$ cat config.mk
export PLATFORM = sky130hd
export DESIGN_NAME = hazard_unit
export DESIGN_NICKNAME = d
export VERILOG_FILES = /design/src/rtl/hazard_unit.sv
export SDC_FILE = /design/constraint.sdc
export NUM_CORES = 1
export LEC_CHECK = 0
export ABC_AREA = 1
export BUFFER_PORTS_ARGS = -buffer_cell sky130_fd_sc_hd__buf_2
export CORE_MARGIN = 3
export CORE_UTILIZATION = 45
export CTS_CLUSTER_SIZE = 24
export DETAILED_ROUTE_END_ITERATION = 10
export HOLD_SLACK_MARGIN = 0.02
export PLACE_DENSITY = 0.8
export RECOVER_POWER = 50
export REMOVE_ABC_BUFFERS = 1
export SYNTH_ARGS = -nofsm -noshare
export SYNTH_HDL_FRONTEND = slang
export SYNTH_SLANG_ARGS = --single-unit
$ cat constraint.sdc
create_clock -name clk -period 3.15 [get_ports clk]
set_input_delay 0.4725 -clock clk [delete_from_list [all_inputs] [get_ports clk]]
set_output_delay 0.4725 -clock clk [all_outputs]
set_load 0.03 [all_outputs]
$ cat src/rtl/hazard_unit.sv
// Hazard controller for the 5-stage RV64IM pipeline: forwarding selects, load-use,
// branch and divide stall/flush control. Define HAZARD_DIV_STALL_EN to build the divide FSM.
module hazard_unit #(
    parameter int DIV_CYCLES = 34
) (
    input  logic       clk,
    input  logic       reset_n,
    input  logic [4:0] Rs1D,
    input  logic [4:0] Rs2D,
    input  logic [4:0] Rs1E,
    input  logic [4:0] Rs2E,
    input  logic [4:0] RdE,
    input  logic       enableE,
    input  logic       RegWriteE,
    input  logic       LoadE,
    input  logic [5:0] ALUControlE,
    input  logic       PCSrcE,
    output logic [1:0] FrowardAE,
    output logic [1:0] FrowardBE,
    output logic       StallF,
    output logic       StallD,
    output logic       StallE,
    output logic       FlushD,
    output logic       FlushE
);

    logic [4:0] RdM;
    logic       RegWriteM;
    logic [4:0] RdW;
    logic       RegWriteW;
    logic       lwStall;
    logic       divStall;

    // Shadow copy of the M/W destination fields; a stalled E pushes a bubble into M.
    always_ff @(posedge clk or negedge reset_n) begin
        if (!reset_n) begin
            RdM       <= 5'd0;
            RegWriteM <= 1'b0;
            RdW       <= 5'd0;
            RegWriteW <= 1'b0;
        end else begin
            RdW       <= RdM;
            RegWriteW <= RegWriteM;
            if (!StallE) begin
                RdM       <= RdE;
                RegWriteM <= RegWriteE & enableE;
            end else begin
                RegWriteM <= 1'b0;
            end
        end
    end

    logic [4:0] rsE    [2];
    logic [1:0] fwdSel [2];

    assign rsE[0] = Rs1E;
    assign rsE[1] = Rs2E;

    // M has priority over W; x0 is never forwarded.
    generate
        for (genvar gi = 0; gi < 2; gi++) begin : gFwd
            logic hitM;
            logic hitW;
            assign hitM = RegWriteM && (RdM != 5'd0) && (RdM == rsE[gi]);
            assign hitW = RegWriteW && (RdW != 5'd0) && (RdW == rsE[gi]);
            assign fwdSel[gi] = hitM ? 2'b10 : (hitW ? 2'b01 : 2'b00);
        end
    endgenerate

    assign FrowardAE = fwdSel[0];
    assign FrowardBE = fwdSel[1];

    assign lwStall = enableE & LoadE & (RdE != 5'd0) & ((RdE == Rs1D) | (RdE == Rs2D));

`ifdef HAZARD_DIV_STALL_EN
    localparam logic [0:0] IDLE    = 1'b0;
    localparam logic [0:0] DIVWAIT = 1'b1;

    logic [0:0] stateReg;
    logic [0:0] stateNext;
    logic [7:0] cntReg;
    logic [7:0] cntNext;
    logic       divE;
    logic       unusedAluBit;

    assign unusedAluBit = ALUControlE[5];
    assign divE = enableE && (ALUControlE[4:0] >= 5'd6) && (ALUControlE[4:0] <= 5'd9);

    // The first stall cycle is spent in IDLE, so the counter covers the remaining DIV_CYCLES-2.
    always_comb begin
        stateNext = stateReg;
        cntNext   = cntReg;
        divStall  = 1'b0;
        case (stateReg)
            IDLE: begin
                if (divE && (DIV_CYCLES > 1)) begin
                    divStall  = 1'b1;
                    stateNext = DIVWAIT;
                    cntNext   = 8'(DIV_CYCLES - 2);
                end
            end
            DIVWAIT: begin
                if (cntReg != 8'd0) begin
                    divStall = 1'b1;
                    cntNext  = cntReg - 8'd1;
                end else begin
                    stateNext = IDLE;
                end
            end
            default: begin
                stateNext = IDLE;
                cntNext   = 8'd0;
            end
        endcase
    end

    always_ff @(posedge clk or negedge reset_n) begin
        if (!reset_n) begin
            stateReg <= IDLE;
            cntReg   <= 8'd0;
        end else begin
            stateReg <= stateNext;
            cntReg   <= cntNext;
        end
    end
`else
    logic [5:0] unusedAluControl;

    assign unusedAluControl = ALUControlE;
    assign divStall         = 1'b0;
`endif

    assign StallF = lwStall | divStall;
    assign StallD = lwStall | divStall;
    assign StallE = divStall;
    assign FlushE = (lwStall | PCSrcE) & ~divStall;
    assign FlushD = PCSrcE;

endmodule

# ---- After elaboration in Yosys (flattened, before gate mapping)
# Index checks and enable logic that the tools add are counted.
dict set report op_classes {
  n_mux 4
  bitwise 6
  n_eq_ne 6
  reduce_logical 9
}
# operator count
set ops {}
lappend ops {{$eq 5x5->1} 6}
lappend ops {{$reduce_bool 5->1} 3}
lappend ops {{$logic_and 1x1->1} 6}
lappend ops {{$and 1x1->1} 4}
lappend ops {{$mux 2} 2}
lappend ops {{$mux 1} 2}
lappend ops {{$or 1x1->1} 2}
dict set report totals {
  elab_cells 29
  in_bits 37
  register_bits 12
  out_inout_bits 9
}

# ---- Logic depth before layout (Yosys ltp)
dict set report logic_depth {
  depth_word 5
  ltp_mapped 9
}

# ---- Worst setup path after synthesis
# No wires, ideal clock.
dict set report synth_path {
  path_kind {input port to output port}
  start {input port RdE[1]}
  end {output port StallF}
  required_time_ns 2.677
  t_arrival_ns 1.281
  path_stages 9
  n_path_buf 1
  path_slack_ns 1.397
  path_cell_list {inv_1 > nand2_1 > nand2_1 > nor2_1 > nand3_1 > nand2_1 > nand2_1 > inv_1 > buf_4}
}
dict set report synth_via {
  elab_chain_cells 3
  elab_cells_between_ends 6
  classes_between {2 x eq/ne; 3 x bitwise; 1 x reduce/logical}
}
# item line_no
set synth_rtl {}
lappend synth_rtl {{from (decl)} 12} ;# input logic [4:0] RdE,
lappend synth_rtl {{$eq 5x5->1 or $reduce_bool 5->1 (tied branches)} 73} ;# assign lwStall = enableE & LoadE & (RdE != 5'd0) & ((RdE == Rs1D) | (RdE == Rs2D));
lappend synth_rtl {{$or 1x1->1 or $and 1x1->1 (tied branches)} 73}
lappend synth_rtl {{$and 1x1->1 *} 73}
lappend synth_rtl {{to (decl)} 20} ;# output logic StallF,
# Every way passes the cells marked *; elsewhere a longest branch is shown, timed or not.

# ---- Worst setup path in the final report
dict set report layout_path {
  start {input port RdE[3]}
  end {output port StallD}
}
dict set report layout_via {
  elab_chain_cells 3
  elab_cells_between_ends 6
  classes_between {2 x eq/ne; 3 x bitwise; 1 x reduce/logical}
}
# item line_no
set layout_rtl {}
lappend layout_rtl {{$eq 5x5->1 or $reduce_bool 5->1 (tied branches)} 73}
lappend layout_rtl {{$or 1x1->1 or $and 1x1->1 (tied branches)} 73}
lappend layout_rtl {{$and 1x1->1 *} 73}
lappend layout_rtl {{to (decl)} 21} ;# output logic StallD,
# Marks and branches as above.

==> flow_summary.html <==
<table>
<tr><th>Metric</th><th>Value</th></tr>
<tr><th colspan="2">Outcome</th></tr>
<tr><td>Status</td><td>complete, no violations</td></tr>
<tr><th colspan="2">Layout</th></tr>
<tr><td>Fill cells</td><td>186</td></tr>
<tr><td>Non-Filler Cell Area, Final</td><td>0.001059 mm^2</td></tr>
<tr><td>Growth of design area from synthesis to finish</td><td>23.32%</td></tr>
<tr><td>Count of nets after finishing</td><td>193</td></tr>
<tr><td>Final cell count without fillers</td><td>179</td></tr>
<tr><td>Antenna diode count</td><td>0</td></tr>
<tr><td>Fraction of layout instances using a drive strength above 1</td><td>0.2597</td></tr>
<tr><th colspan="2">Yosys</th></tr>
<tr><td>Synth warn</td><td>0</td></tr>
<tr><td>Top cell types by occurrence after synthesis</td><td>33 x sky130_fd_sc_hd__nand2_1, 16 x sky130_fd_sc_hd__inv_1, 16 x sky130_fd_sc_hd__xnor2_1</td></tr>
<tr><td>Main area contributors after synthesis</td><td>sky130_fd_sc_hd__dfrtp_1 35%, sky130_fd_sc_hd__xnor2_1 16%, sky130_fd_sc_hd__nand2_1 14%, sky130_fd_sc_hd__inv_1 7.0%, sky130_fd_sc_hd__nor2_1 6.1%</td></tr>
<tr><td>Area of the mapped netlist</td><td>858.3 um^2</td></tr>
<tr><td>Most frequent cell after synthesis</td><td>sky130_fd_sc_hd__nand2_1</td></tr>
<tr><td>Primary flip-flop cell chosen by synthesis mapping</td><td>sky130_fd_sc_hd__dfrtp_1</td></tr>
<tr><td>Area share of the leading cell type in the synthesized netlist</td><td>0.3499</td></tr>
<tr><td>Share of synthesized area occupied by flip-flops and latches</td><td>0.3499</td></tr>
<tr><td>#FFs+latches synth</td><td>12</td></tr>
<tr><td>Number of flops mapped to enable cells by yosys</td><td>0</td></tr>
<tr><td>Number of distinct standard cells referenced by the synthesized netlist</td><td>14</td></tr>
<tr><td>Avg Cell Area, Syn</td><td>7.274 um^2</td></tr>
<tr><td>Share of synthesized registers carrying an async set or reset</td><td>1.000</td></tr>
<tr><td>Count of mapped cells out of synthesis</td><td>118</td></tr>
<tr><td>Synth area leader</td><td>sky130_fd_sc_hd__dfrtp_1</td></tr>
<tr><th colspan="2">Global route</th></tr>
<tr><td>GR Util All Layers</td><td>0.1381</td></tr>
<tr><td>Number of antenna violations at the first check in global routing</td><td>0</td></tr>
<tr><td>Pin count of the biggest net entering global routing</td><td>13</td></tr>
<tr><td>Overflow left after global routing</td><td>0</td></tr>
<tr><td>Vias in the first global route</td><td>726</td></tr>
<tr><td>Wire length of the first global-routing pass</td><td>2711 um</td></tr>
<tr><th colspan="2">Pwr</th></tr>
<tr><td>Cell internal pwr</td><td>0.0002477 W</td></tr>
<tr><td>Sequential group share of total power</td><td>0.497</td></tr>
<tr><td>Switching component of the power</td><td>0.00009641 W</td></tr>
<tr><td>Fraction of power spent switching nets</td><td>0.2802</td></tr>
<tr><td>Fraction of power consumed by the clock network</td><td>0.243</td></tr>
<tr><td>Maximum resistive drop on vdd</td><td>180.1 uV</td></tr>
<tr><td>Pwr/cell area</td><td>325.0 mW/mm^2</td></tr>
<tr><td>Combinational share of power</td><td>0.260</td></tr>
<tr><td>Static leakage power</td><td>0.5978 nW</td></tr>
<tr><th colspan="2">Clocking</th></tr>
<tr><td>Clk pin slew, worst setup/hold paths</td><td>60 ps</td></tr>
<tr><td>Clock tree from TritonCTS</td><td>built</td></tr>
<tr><td>H-Tree Depth</td><td>1</td></tr>
<tr><td>Number of CTS-inserted buffers</td><td>3</td></tr>
<tr><td>Total clock sinks</td><td>12</td></tr>
<tr><td>Count of buffers added by post-CTS timing repair for setup</td><td>0</td></tr>
<tr><td>CTS Hold Bufs</td><td>0</td></tr>
<tr><td>Worst skew pair latency</td><td>250 ps</td></tr>
<tr><td>Number of buffers on the longest clock path</td><td>2</td></tr>
<tr><td>Number of gates resized after cts</td><td>0</td></tr>
<tr><td>Clock Tree Root</td><td>sky130_fd_sc_hd__clkbuf_4</td></tr>
<tr><th colspan="2">Placement</th></tr>
<tr><td>Placed cell count</td><td>176</td></tr>
<tr><td>Weighted congestion reported at the end of routability-driven placement</td><td>0.8102</td></tr>
<tr><td>Placed Area</td><td>0.001042 mm^2</td></tr>
<tr><td>I/O Buffers</td><td>38</td></tr>
<tr><td>Half-perimeter wire length of the detailed placement result</td><td>1470 um</td></tr>
<tr><th colspan="2">Worst setup path</th></tr>
<tr><td>Launch instance of the worst register-to-register path</td><td>RdM[2]</td></tr>
<tr><td>Type of element launching the critical path</td><td>input port</td></tr>
<tr><td>Largest stage delay on the critical path</td><td>190 ps</td></tr>
<tr><td>Required @ worst endpoint</td><td>2680 ps</td></tr>
<tr><td>Top Family by Delay on Critical Path</td><td>buffers and inverters</td></tr>
<tr><td>Critical Path Fanout Max</td><td>5</td></tr>
<tr><td>Data arrival, critical path</td><td>1400 ps</td></tr>
<tr><td>Setup slack of the worst register-to-register path</td><td>2570 ps</td></tr>
<tr><td>Buf+Inv Stages, Crit Path</td><td>4</td></tr>
<tr><td>Library cell contributing the largest single delay on the critical path</td><td>sky130_fd_sc_hd__buf_2</td></tr>
<tr><td>Path depth of the worst reg2reg path</td><td>0</td></tr>
<tr><td>Crit path capture type</td><td>output port</td></tr>
<tr><td>Crit-path most repeated cell</td><td>sky130_fd_sc_hd__nand2_1</td></tr>
<tr><td>Critical Setup Path Class</td><td>input port to output port</td></tr>
<tr><td>Worst-path cell chain</td><td>clkbuf_1, inv_1, nand2_1, nand2_1, nor2_1, nand3_1, nand2_1, nand2_1, inv_1, buf_2</td></tr>
<tr><td>Endpoint of the most critical register-to-register path</td><td>RdW[2]</td></tr>
<tr><th colspan="2">Min path</th></tr>
<tr><td>Hold crit path type</td><td>input port to asynchronous set/reset pin</td></tr>
<tr><th colspan="2">Timing</th></tr>
<tr><td>Fmax achieved</td><td>533.7 MHz</td></tr>
<tr><td>Count of final hold-check violations</td><td>0</td></tr>
<tr><td>Slew HR</td><td>0.6036</td></tr>
<tr><td>RSZ-0062 raised after global routing</td><td>no</td></tr>
<tr><td>Final critical path time including I/O delays and setup</td><td>1874 ps</td></tr>
<tr><td>Sum Neg Setup Slack</td><td>0 ps</td></tr>
<tr><td>Slew Viols, Final</td><td>0</td></tr>
<tr><td>Pin slew with the least headroom to its limit</td><td>594.6 ps</td></tr>
<tr><td>Share of the cycle needed by the critical path after routing</td><td>0.5948</td></tr>
<tr><td>Worst-case clock skew</td><td>0.2259 ps</td></tr>
<tr><td>Number of setup violations in the final report</td><td>0</td></tr>
<tr><th colspan="2">Detailed routing</th></tr>
<tr><td>First-pass iteration count of the detailed router</td><td>3</td></tr>
<tr><td>ANT nets after route</td><td>0</td></tr>
<tr><td>Avg Vias per Cell</td><td>4.408</td></tr>
<tr><td>Drt drc</td><td>0</td></tr>
<tr><td>First DRT Iteration DRCs</td><td>8</td></tr>
<tr><td>Post-Route WL</td><td>1636 um</td></tr>
<tr><td>Via Count</td><td>789</td></tr>
<tr><td>Mean routed wirelength per cell</td><td>9.140 um</td></tr>
<tr><th colspan="2">Floorplan</th></tr>
<tr><td>Core region area</td><td>0.001764 mm^2</td></tr>
<tr><td>Number of top-level pins</td><td>46</td></tr>
<tr><td>Horizontal extent of the die</td><td>49.68 um</td></tr>
<tr><td>Starting density of the core</td><td>0.4865</td></tr>
<tr><td>Die Span Y</td><td>49.68 um</td></tr>
<tr><td>Row count</td><td>15</td></tr>
<tr><td>Die area</td><td>0.002468 mm^2</td></tr>
<tr><th colspan="2">Job</th></tr>
<tr><td>Max_cap viols</td><td>0</td></tr>
</table>
-- logic make-up (layout without fill, tap and decap cells) --
family / count (synthesis) / in the layout / share of synthesized area
xor gates and xnor gates: 22 / 22 / 0.2245
buffers and inverters: 22 / 58 / 0.1181
DFF: 12 / 12 / 0.3499
other: 1 / 1 / 0.004369
and+or+nand+nor: 61 / 61 / 0.3032
-- stage by stage --
step	power [W]	hold WS, ps	utilization	setup WS [ps]
6_report	0.0003441	189.0	0.6000	1276
5_1_grt	0.0003679	239.7	0.6000	1145
4_1_cts	0.0003512	72.26	0.6035	1249
3_5_place_dp	0.0002655	353.7	0.5908	1343
3_3_place_gp	0.0002621	350.1	0.5908	1367
2_1_floorplan	0.0002240	176.9	-	1253
-- flip-flops by register name, summed over array words and instances, names as in the netlist --
register / count
RegWriteW: 1
RegWriteM: 1
RdW: 5
RdM: 5
-- power by group through the flow --
| stage | Clock, W | Combinational, W | Sequential [W] |
|---|---|---|---|
| floorplan | 0 | 0.0000521 | 0.000172 |
| CTS | 0.0000883 | 0.0000915 | 0.000171 |
| detailed placement | 0 | 0.0000912 | 0.000174 |
| global placement | 0 | 0.0000886 | 0.000173 |
| finish | 0.0000836 | 0.0000894 | 0.000171 |
| global route | 0.0000945 | 0.000101 | 0.000173 |
-- cell usage in the layout, fill, tap and decap left out --
master | Yosys | routed
sky130_fd_sc_hd__nand2_1 | 33 | 33
sky130_fd_sc_hd__buf_2 | 0 | 33
sky130_fd_sc_hd__xnor2_1 | 16 | 16
sky130_fd_sc_hd__inv_1 | 16 | 16
sky130_fd_sc_hd__nor2_1 | 14 | 14
sky130_fd_sc_hd__dfrtp_1 | 12 | 12
sky130_fd_sc_hd__nand3_1 | 7 | 7
sky130_fd_sc_hd__xor2_1 | 6 | 6
sky130_fd_sc_hd__clkbuf_1 | 0 | 5
sky130_fd_sc_hd__nor3_1 | 3 | 3
sky130_fd_sc_hd__clkbuf_4 | 0 | 3
sky130_fd_sc_hd__nor3_2 | 2 | 2
sky130_fd_sc_hd__nand3b_1 | 1 | 1
sky130_fd_sc_hd__nand2_2 | 1 | 1
sky130_fd_sc_hd__inv_2 | 1 | 1
sky130_fd_sc_hd__conb_1 | 1 | 1
-- worst max-delay path by stage --
stage | cells past startpoint | from | to
after global routing | 10 | RdE[0] | FlushE
final | 10 | RdE[3] | StallD
after floorplan | 4 | Rs1E[1] | FrowardAE[0]
after detailed placement | 10 | RdE[3] | StallF
after global placement | 10 | RdE[1] | StallF
after CTS | 4 | RdM[0] | FrowardAE[1]
-- routing by layer --
layer	routed length (um)	vias to the layer above	track usage
li1	-	419	-
met1	653	332	0.1480
met2	811	36	0.2665
met3	157	2	0.01813
met4	14	0	0.05530
met5	0	-	0
-- cell type report --
cell class              instances  area, um^2  area share
clock buffers                   3       22.52     0.02128
multi-input cells              84       456.7      0.4314
inverters                      17       63.81     0.06028
well taps                      25       31.28     0.02955
repair buffers                 38       183.9      0.1738
flip-flops and latches         12       300.3      0.2837
(Power assumes the default switching activity.)
